--- src/rtl/machine_capture_pkg.sv ---
// Shared widths and the FIFO entry layout for the machine result capture block.
// Ports: none (package only).
// Optional feature macro: MACHINE_CAPTURE_TIMESTAMP_EN adds a ts field to entry_t.
package machine_capture_pkg;

  localparam int RESULT_W = 13;
  localparam int TS_W     = 16;
  localparam int CNT_W    = 16;

  // One FIFO slot. ts sits above result so the result always occupies the low bits.
  typedef struct packed {
`ifdef MACHINE_CAPTURE_TIMESTAMP_EN
    logic [TS_W-1:0]     ts;
`endif
    logic [RESULT_W-1:0] result;
  } entry_t;

endpackage

--- src/rtl/machine_capture_fifo.sv ---
// Synchronous FIFO, DEPTH entries of W bits; head and level come straight from flops.
// Ports: clk/rstn (sync active-low), wr_en/wr_data/wr_ok write side, rd_en pop request,
//        out_valid/out_data head, level occupancy. A write is refused only when full with no pop.
module machine_capture_fifo #(
  parameter int DEPTH = 8,
  parameter int W     = 13
) (
  input  logic                   clk,
  input  logic                   rstn,
  input  logic                   wr_en,
  input  logic [W-1:0]           wr_data,
  output logic                   wr_ok,
  input  logic                   rd_en,
  output logic                   out_valid,
  output logic [W-1:0]           out_data,
  output logic [$clog2(DEPTH):0] level
);

  localparam int AW = $clog2(DEPTH);

  logic [W-1:0] mem [DEPTH];
  logic [AW:0]  wr_ptr;
  logic [AW:0]  rd_ptr;
  logic         full;
  logic         empty;
  logic         pop;

  // Extra MSB on each pointer separates full (MSBs differ) from empty (all equal).
  assign empty = (wr_ptr == rd_ptr);
  assign full  = (wr_ptr[AW] != rd_ptr[AW]) && (wr_ptr[AW-1:0] == rd_ptr[AW-1:0]);

  assign pop   = rd_en && !empty;
  // A pop frees the slot at the same edge, so a write into a full FIFO still lands.
  assign wr_ok = wr_en && (!full || pop);

  always_ff @(posedge clk) begin
    if (!rstn) begin
      wr_ptr <= '0;
      rd_ptr <= '0;
    end else begin
      if (wr_ok) wr_ptr <= wr_ptr + 1'b1;
      if (pop)   rd_ptr <= rd_ptr + 1'b1;
    end
  end

  // Storage needs no reset: nothing is visible until a pointer moves past it.
  always_ff @(posedge clk) begin
    if (wr_ok) mem[wr_ptr[AW-1:0]] <= wr_data;
  end

  assign out_valid = !empty;
  // Gate the head so stale storage never leaks out while empty (reads 0 after reset).
  assign out_data  = empty ? '0 : mem[rd_ptr[AW-1:0]];
  assign level     = wr_ptr - rd_ptr;

endmodule

--- src/rtl/machine_result_capture.sv ---
// Captures changes of a 13-bit machine result into a FIFO, with sticky overflow and done flags.
// Ports: system1000 clock, system1000_rstn sync active-low reset, result/cap_en in,
//        out_valid/out_ready/out_data/level FIFO head, overflow/done status.
// Macro MACHINE_CAPTURE_TIMESTAMP_EN adds a free-running cycle stamp per entry on out_ts.
module machine_result_capture
  import machine_capture_pkg::*;
#(
  parameter int DEPTH  = 8,
  parameter int TARGET = 64
) (
  input  logic                   system1000,
  input  logic                   system1000_rstn,
  input  logic [RESULT_W-1:0]    result,
  input  logic                   cap_en,
  output logic                   out_valid,
  input  logic                   out_ready,
  output logic [RESULT_W-1:0]    out_data,
  output logic                   overflow,
  output logic                   done,
  output logic [$clog2(DEPTH):0] level
`ifdef MACHINE_CAPTURE_TIMESTAMP_EN
  ,
  output logic [TS_W-1:0]        out_ts
`endif
);

  logic                first_seen;
  logic [RESULT_W-1:0] last_captured;
  logic [CNT_W-1:0]    captured;
  logic                capture;
  logic                push_ok;
  entry_t              wr_entry;
  entry_t              head;

`ifdef MACHINE_CAPTURE_TIMESTAMP_EN
  logic [TS_W-1:0]     ts_cnt;

  always_ff @(posedge system1000) begin
    if (!system1000_rstn) ts_cnt <= '0;
    else                  ts_cnt <= ts_cnt + 1'b1;
  end
`endif

  // The first enabled sample after reset is always taken; afterwards only changes are.
  assign capture = cap_en && (!first_seen || (result != last_captured));

  always_comb begin
    wr_entry        = '0;
    wr_entry.result = result;
`ifdef MACHINE_CAPTURE_TIMESTAMP_EN
    wr_entry.ts     = ts_cnt;
`endif
  end

  machine_capture_fifo #(
    .DEPTH (DEPTH),
    .W     ($bits(entry_t))
  ) u_fifo (
    .clk       (system1000),
    .rstn      (system1000_rstn),
    .wr_en     (capture),
    .wr_data   (wr_entry),
    .wr_ok     (push_ok),
    .rd_en     (out_ready),
    .out_valid (out_valid),
    .out_data  (head),
    .level     (level)
  );

  assign out_data = head.result;
`ifdef MACHINE_CAPTURE_TIMESTAMP_EN
  assign out_ts   = head.ts;
`endif

  always_ff @(posedge system1000) begin
    if (!system1000_rstn) begin
      first_seen    <= 1'b0;
      last_captured <= '0;
      captured      <= '0;
      overflow      <= 1'b0;
      done          <= 1'b0;
    end else begin
      // The change detector tracks the sample even when the FIFO refuses it,
      // so a dropped value is not retried on the following cycles.
      if (capture) begin
        last_captured <= result;
        first_seen    <= 1'b1;
        if (!push_ok) overflow <= 1'b1;
      end
      if (push_ok && (captured != CNT_W'(TARGET))) captured <= captured + 1'b1;
      // Registered off the counter, so done rises one cycle after the target push.
      if (captured == CNT_W'(TARGET)) done <= 1'b1;
    end
  end

endmodule

--- config.mk ---
export PLATFORM = sky130hd
export DESIGN_NAME = machine_result_capture
export DESIGN_NICKNAME = d
export VERILOG_FILES = /design/src/rtl/machine_capture_pkg.sv /design/src/rtl/machine_capture_fifo.sv /design/src/rtl/machine_result_capture.sv
export SDC_FILE = /design/constraint.sdc
export NUM_CORES = 1
export LEC_CHECK = 0
export BUFFER_PORTS_ARGS = -buffer_cell sky130_fd_sc_hd__clkbuf_2
export CAP_MARGIN = 10
export CORE_ASPECT_RATIO = 1.4
export CORE_MARGIN = 2
export CORE_UTILIZATION = 50
export DETAILED_ROUTE_END_ITERATION = 7
export GPL_ROUTABILITY_DRIVEN = 0
export GPL_TIMING_DRIVEN = 1
export PLACE_DENSITY = 0.72
export SYNTH_ARGS = -nofsm -noshare
export SYNTH_HDL_FRONTEND = slang
export SYNTH_HIERARCHICAL = 1
export SYNTH_SLANG_ARGS = --single-unit
--- constraint.sdc ---
create_clock -name system1000 -period 8.6 [get_ports system1000]
set_input_delay 0.86 -clock system1000 [delete_from_list [all_inputs] [get_ports system1000]]
set_output_delay 0.86 -clock system1000 [all_outputs]
set_load 0.02 [all_outputs]
### After elaboration in Yosys (flattened, before gate mapping)

Memory sizes are Yosys's and may differ from the RTL's. A register that Yosys moved wholly into a read port is not among the register bits.
Index checks and enable logic that the tools add are counted.

* flip-flop bits (word level): 40
* bits in latches: 0
* RAM bits: 104
* memory bits (read-only): 0
* word-level logic and storage cells: 35
* memories: 1

* add/subtract/negate cells: 4
* multiply operators: 0
* divide/modulo/power cells: 0
* $lt $le $gt $ge: 0
* eq/ne operators: 6
* shift-type cells: 0
* mux-type cells: 5
* bitwise gates (word level): 1
* reduce and logical (&&, ||, !) cells: 11

Memories
* u_fifo.mem: words 8, bits a word 13, rd ports 1, clocked after Yosys merged registers in 1, wr ports 1, RTL line machine_capture_fifo.sv:21 `logic [W-1:0] mem [DEPTH];`

Operators with widths (count)
* 16-bit by 1-bit adder with 16-bit output (second input constant): 1
* 16-bit by 7-bit equality test with 1-bit output (second input constant): 1
* 16-bit by 7-bit != test with 1-bit output (second input constant): 1
* 13-bit two-way mux: 1
* 13-bit != test: 1
* 4-bit by 1-bit adder with 4-bit output (second input constant): 2
* 3-bit two-way mux: 2
* 1-bit logical AND: 5
* 4-bit equality test: 1
* 4-bit subtractor: 1
* 3-bit equality test: 1
* 1-bit logical NOT: 3
* 1-bit logical OR: 2
* 1-bit two-way mux: 2
* 2-bit AND reduction: 1
* 1-bit != test: 1
* 1-bit NOT: 1

### Depth between registers and ports, before layout

* word-level depth: 7
* depth in mapped cells: 12
* mapped depth without buffers: 11

### Hierarchy

Netlist, hierarchy kept.

Modules (own cells, without submodules)
* machine_capture_fifo: times used 1, cells an instance 255, area each 4630.7 µm²
* machine_result_capture: times used 1, cells an instance 162, area each 1511.4 µm²

### Worst setup path after synthesis

Ideal clock, no wire load.

* path type: input to register
* from: in cap_en
* to: mem u_fifo.mem[4][0] (enable)
* arrival: 2919 ps
* setup slack: 5264 ps
* cell stages on the path: 5
* path buffers: 2
* path through: clkbuf_1 > o31a_1 > buf_6 > nand2_1 > nor4_1

* cells in the longest elaborated chain, start to end: 4

Ends and longest elaborated chain
* start: declaration: RTL line machine_result_capture.sv:14 `input logic cap_en,`
* 1-bit logical AND: RTL line machine_result_capture.sv:45 `assign capture = cap_en && (!first_seen || (result != last_captured));`
* named net capture: RTL line machine_result_capture.sv:30 `logic capture;`
* 1-bit logical AND: RTL line machine_capture_fifo.sv:34 `assign wr_ok = wr_en && (!full || pop);`
* 1-bit two-way mux: RTL line machine_capture_fifo.sv:48 `if (wr_ok) mem[wr_ptr[AW-1:0]] <= wr_data;`
* 1-bit two-way mux (implied by the code): RTL line machine_capture_fifo.sv:48
* end: declaration: RTL line machine_capture_fifo.sv:21

The timed path passes the listed nets, and every way through them passes these cells.

### Final worst setup path

* from: reg u_fifo.wr_ptr[0]
* to: out out_data[0]

* cells in the longest elaborated chain, start to end: 2

Ends and longest elaborated chain
* start: declaration: RTL line machine_capture_fifo.sv:22 `logic [AW:0] wr_ptr;`
* start signal: assignment: RTL line machine_capture_fifo.sv:41 `if (wr_ok) wr_ptr <= wr_ptr + 1'b1;`
* 4-bit equality test: RTL line machine_capture_fifo.sv:29 `assign empty = (wr_ptr == rd_ptr);`
* 13-bit two-way mux: RTL line machine_capture_fifo.sv:53 `assign out_data = empty ? '0 : mem[rd_ptr[AW-1:0]];`
* end: declaration: RTL line machine_result_capture.sv:17 `output logic [RESULT_W-1:0] out_data,`

No other way between the ends.

==> metrics.cfg <==
[synthesis]
ys_types=43
yosysSeqAreaShare=0.649
synthAdderAreaFrac=0.0175
syn-num-nets=442
synth_top_family_by_area=multiplexers
synthCells=417
avgSynthCellArea_sq_um=14.7
synthMuxAreaShare=0.120
ys_warn_count=6
synth_compound_area_frac=0.0334
synth-seq-cells=147
synth-simple-area-share=0.0917
syn-cell-area_sq_mm=0.00614
synth_xor_xnor_area_share=0.0515

[detailed_routing]
drt_wl_total_um=11300
wl_per_cell_um=18.3
drt_iter0_drc=203
vias=3380
firstDrtPassIters=4
vias_per_cell=5.44
drc=0
ant_nets=0

[timing]
hold-worst-slack_ps=468
setup-tns-final_ps=0
timing.final.crit_share=0.417
slew_headroom=0.171
fmax_ghz=0.279
maxSlewViolCount=0
rsz0062_at_grt=no
fin_crit_ps=3590
finalWorstSetupSlack_ps=5010
worst_slew_pin_slew_ps=1240
setup_viol=0
finalHoldViolCount=0
fin_skew_ps=7.10

[clock_network]
cts_buffers=17
htreeDepth=4
cts_setup_buffers=0
worst_skew_pair.late_latency_ps=410
cts.clk_slew.worst_paths_ps=60
cts-resized-gates=0
cts_hold_buf=0
cts_root_buffer=clkbuf_16
clkSinkCount=147
cts_tree=done
cts_buffer_depth=2

[finish]
drive_above_1_share=0.230
design_area_sq_mm=0.00705
n_antenna_cell=0
layout_common_cells=edfxtp_1 (104), dfxtp_1 (42), inv_1 (38), nand2_1 (36), clkbuf_2 (36)
final_nets=486
syn2layout_area_growth_pct=14.8
multiInputGateArea_sq_mm=0.00195
fillCellCount=914
finalNonFillerCells=621
layout_commonest_cell=edfxtp_1
post-route-util=0.593
seq_area_sq_mm=0.00399

[floorplanning]
die_x_um=97.7
die_height_um=135
coreArea_sq_mm=0.0119
die_area_sq_mm=0.0132
start_util=0.517
num_rows=47
ios=37

[worst_setup_path]
critPathArrivalTime_ps=2730
crit_path_start_kind=flip-flop
worstSetupEndpointType=output port
critPathMaxFanout=13
cp.required_ps=7740
worst-setup-path-type=reg -> out

[global_routing]
top_usage_layer=met2
grt_pass1_wl_um=18700
grt_max_degree=57
met1_usage=0.224
grtUsageTotal=0.189
grtUsageMet2=0.332
grt-ovfl-total=0
use_met3=0.0521
first_global_vias=3489
antenna_found_initial=0

[power_and_ir_drop]
p_leak_nw=2.53
finalPower_mw=1.76
p_per_area_mw_per_mm2=249
peakVddDrop_uv=191

[outcome]
outcome=completed

[placed_design]
numPortBuffers=36
dp_cells=588
dp_slack_ps=4580
dp_hpwl_um=7100
place_area_sq_mm=0.00648

[job]
cap_violations=0

[hold_path]
min_path_type=reg -> reg

path summary, 6_finish.rpt:
path                    startpoint               end  slack, ps  cells after the start
hold reg to reg               done              done        470                      2
setup reg to reg  last_captured[9]  u_fifo/mem[1][6]       5410                      6
setup / recovery  u_fifo/wr_ptr[0]       out_data[0]       5010                      7
hold / removal                done              done        470                      2
routing by layer:
| layer | up-vias | wire (um) |
|---|---|---|
| met1 | 1660 | 4570 |
| li1 | 1622 | - |
| met3 | 17 | 506 |
| met2 | 81 | 6040 |
| met4 | 0 | 214 |
| met5 | - | 0 |
flip-flops by register name, indices dropped and copies added (netlist names), named ones only:
| name | flops |
|---|---|
| done | 1 |
| u_fifo/rd_ptr | 4 |
| u_fifo/wr_ptr | 4 |
| first_seen | 1 |
| u_fifo/mem | 104 |
| captured | 16 |
| last_captured | 13 |
| overflow | 1 |
synthesized netlist by cell type, drive strengths merged:
library cell / n / share of area
edfxtp: 104 / 0.51
and2: 19 / 0.019
a21o: 1 / 0.0012
a21bo: 1 / 0.0016
buf: 8 / 0.0088
nor3: 6 / 0.0084
or3b: 1 / 0.0018
nor2b: 6 / 0.0061
inv: 38 / 0.023
nor4b: 2 / 0.0029
or3: 1 / 0.0010
nand2: 36 / 0.022
dfxtp: 43 / 0.14
ha: 7 / 0.014
o31a: 1 / 0.0014
nor4: 3 / 0.0031
xnor2: 29 / 0.044
a21boi: 2 / 0.0024
mux2i: 15 / 0.024
nand4: 9 / 0.0092
mux4: 26 / 0.095
o211ai: 1 / 0.0012
nand3: 8 / 0.0065
o31ai: 2 / 0.0047
xor2: 5 / 0.0071
o21a: 1 / 0.0012
nand2b: 3 / 0.0031
and4: 2 / 0.0029
o21ai: 3 / 0.0024
o22ai: 13 / 0.013
clkbuf: 9 / 0.0055
nor2: 4 / 0.0024
a22o: 1 / 0.0014
fa: 1 / 0.0033
and3: 3 / 0.0031
a21oi: 3 / 0.0024
critical path, stage by stage (launching register included):
cell and delay, ps:
dfxtp_1 510, inv_1 110, ha_1 330, and3_1 230
nand2_1 130, nand2_1 390, o22ai_1 380, clkbuf_2 230
power breakdown:
group | switching [mW] | internal [mW]
logic | 0.145 | 0.114
clock network | 0.285 | 0.401
registers | 0.0334 | 0.781
total | 0.463 | 1.30
kinds of logic after synthesis:
group                    Yosys count
AO/OA/AOI/OAI                     29
buffers and inverters             55
adder cells (fa/ha/maj)            8
flip-flops                       147
XOR/XNOR                          34
multiplexers                      41
AND/OR/NAND/NOR                  103
layout make-up:
class,count,share of cell area
Multi-Input combinational cell,215,0.277
Inverter,38,0.0202
Sequential cell,147,0.565
Clock inverter,13,0.0177
Tap cell,147,0.0261
Clock buffer,19,0.0614
Timing Repair Buffer,42,0.0325
No activity file was read; power rests on OpenSTA's default activity.
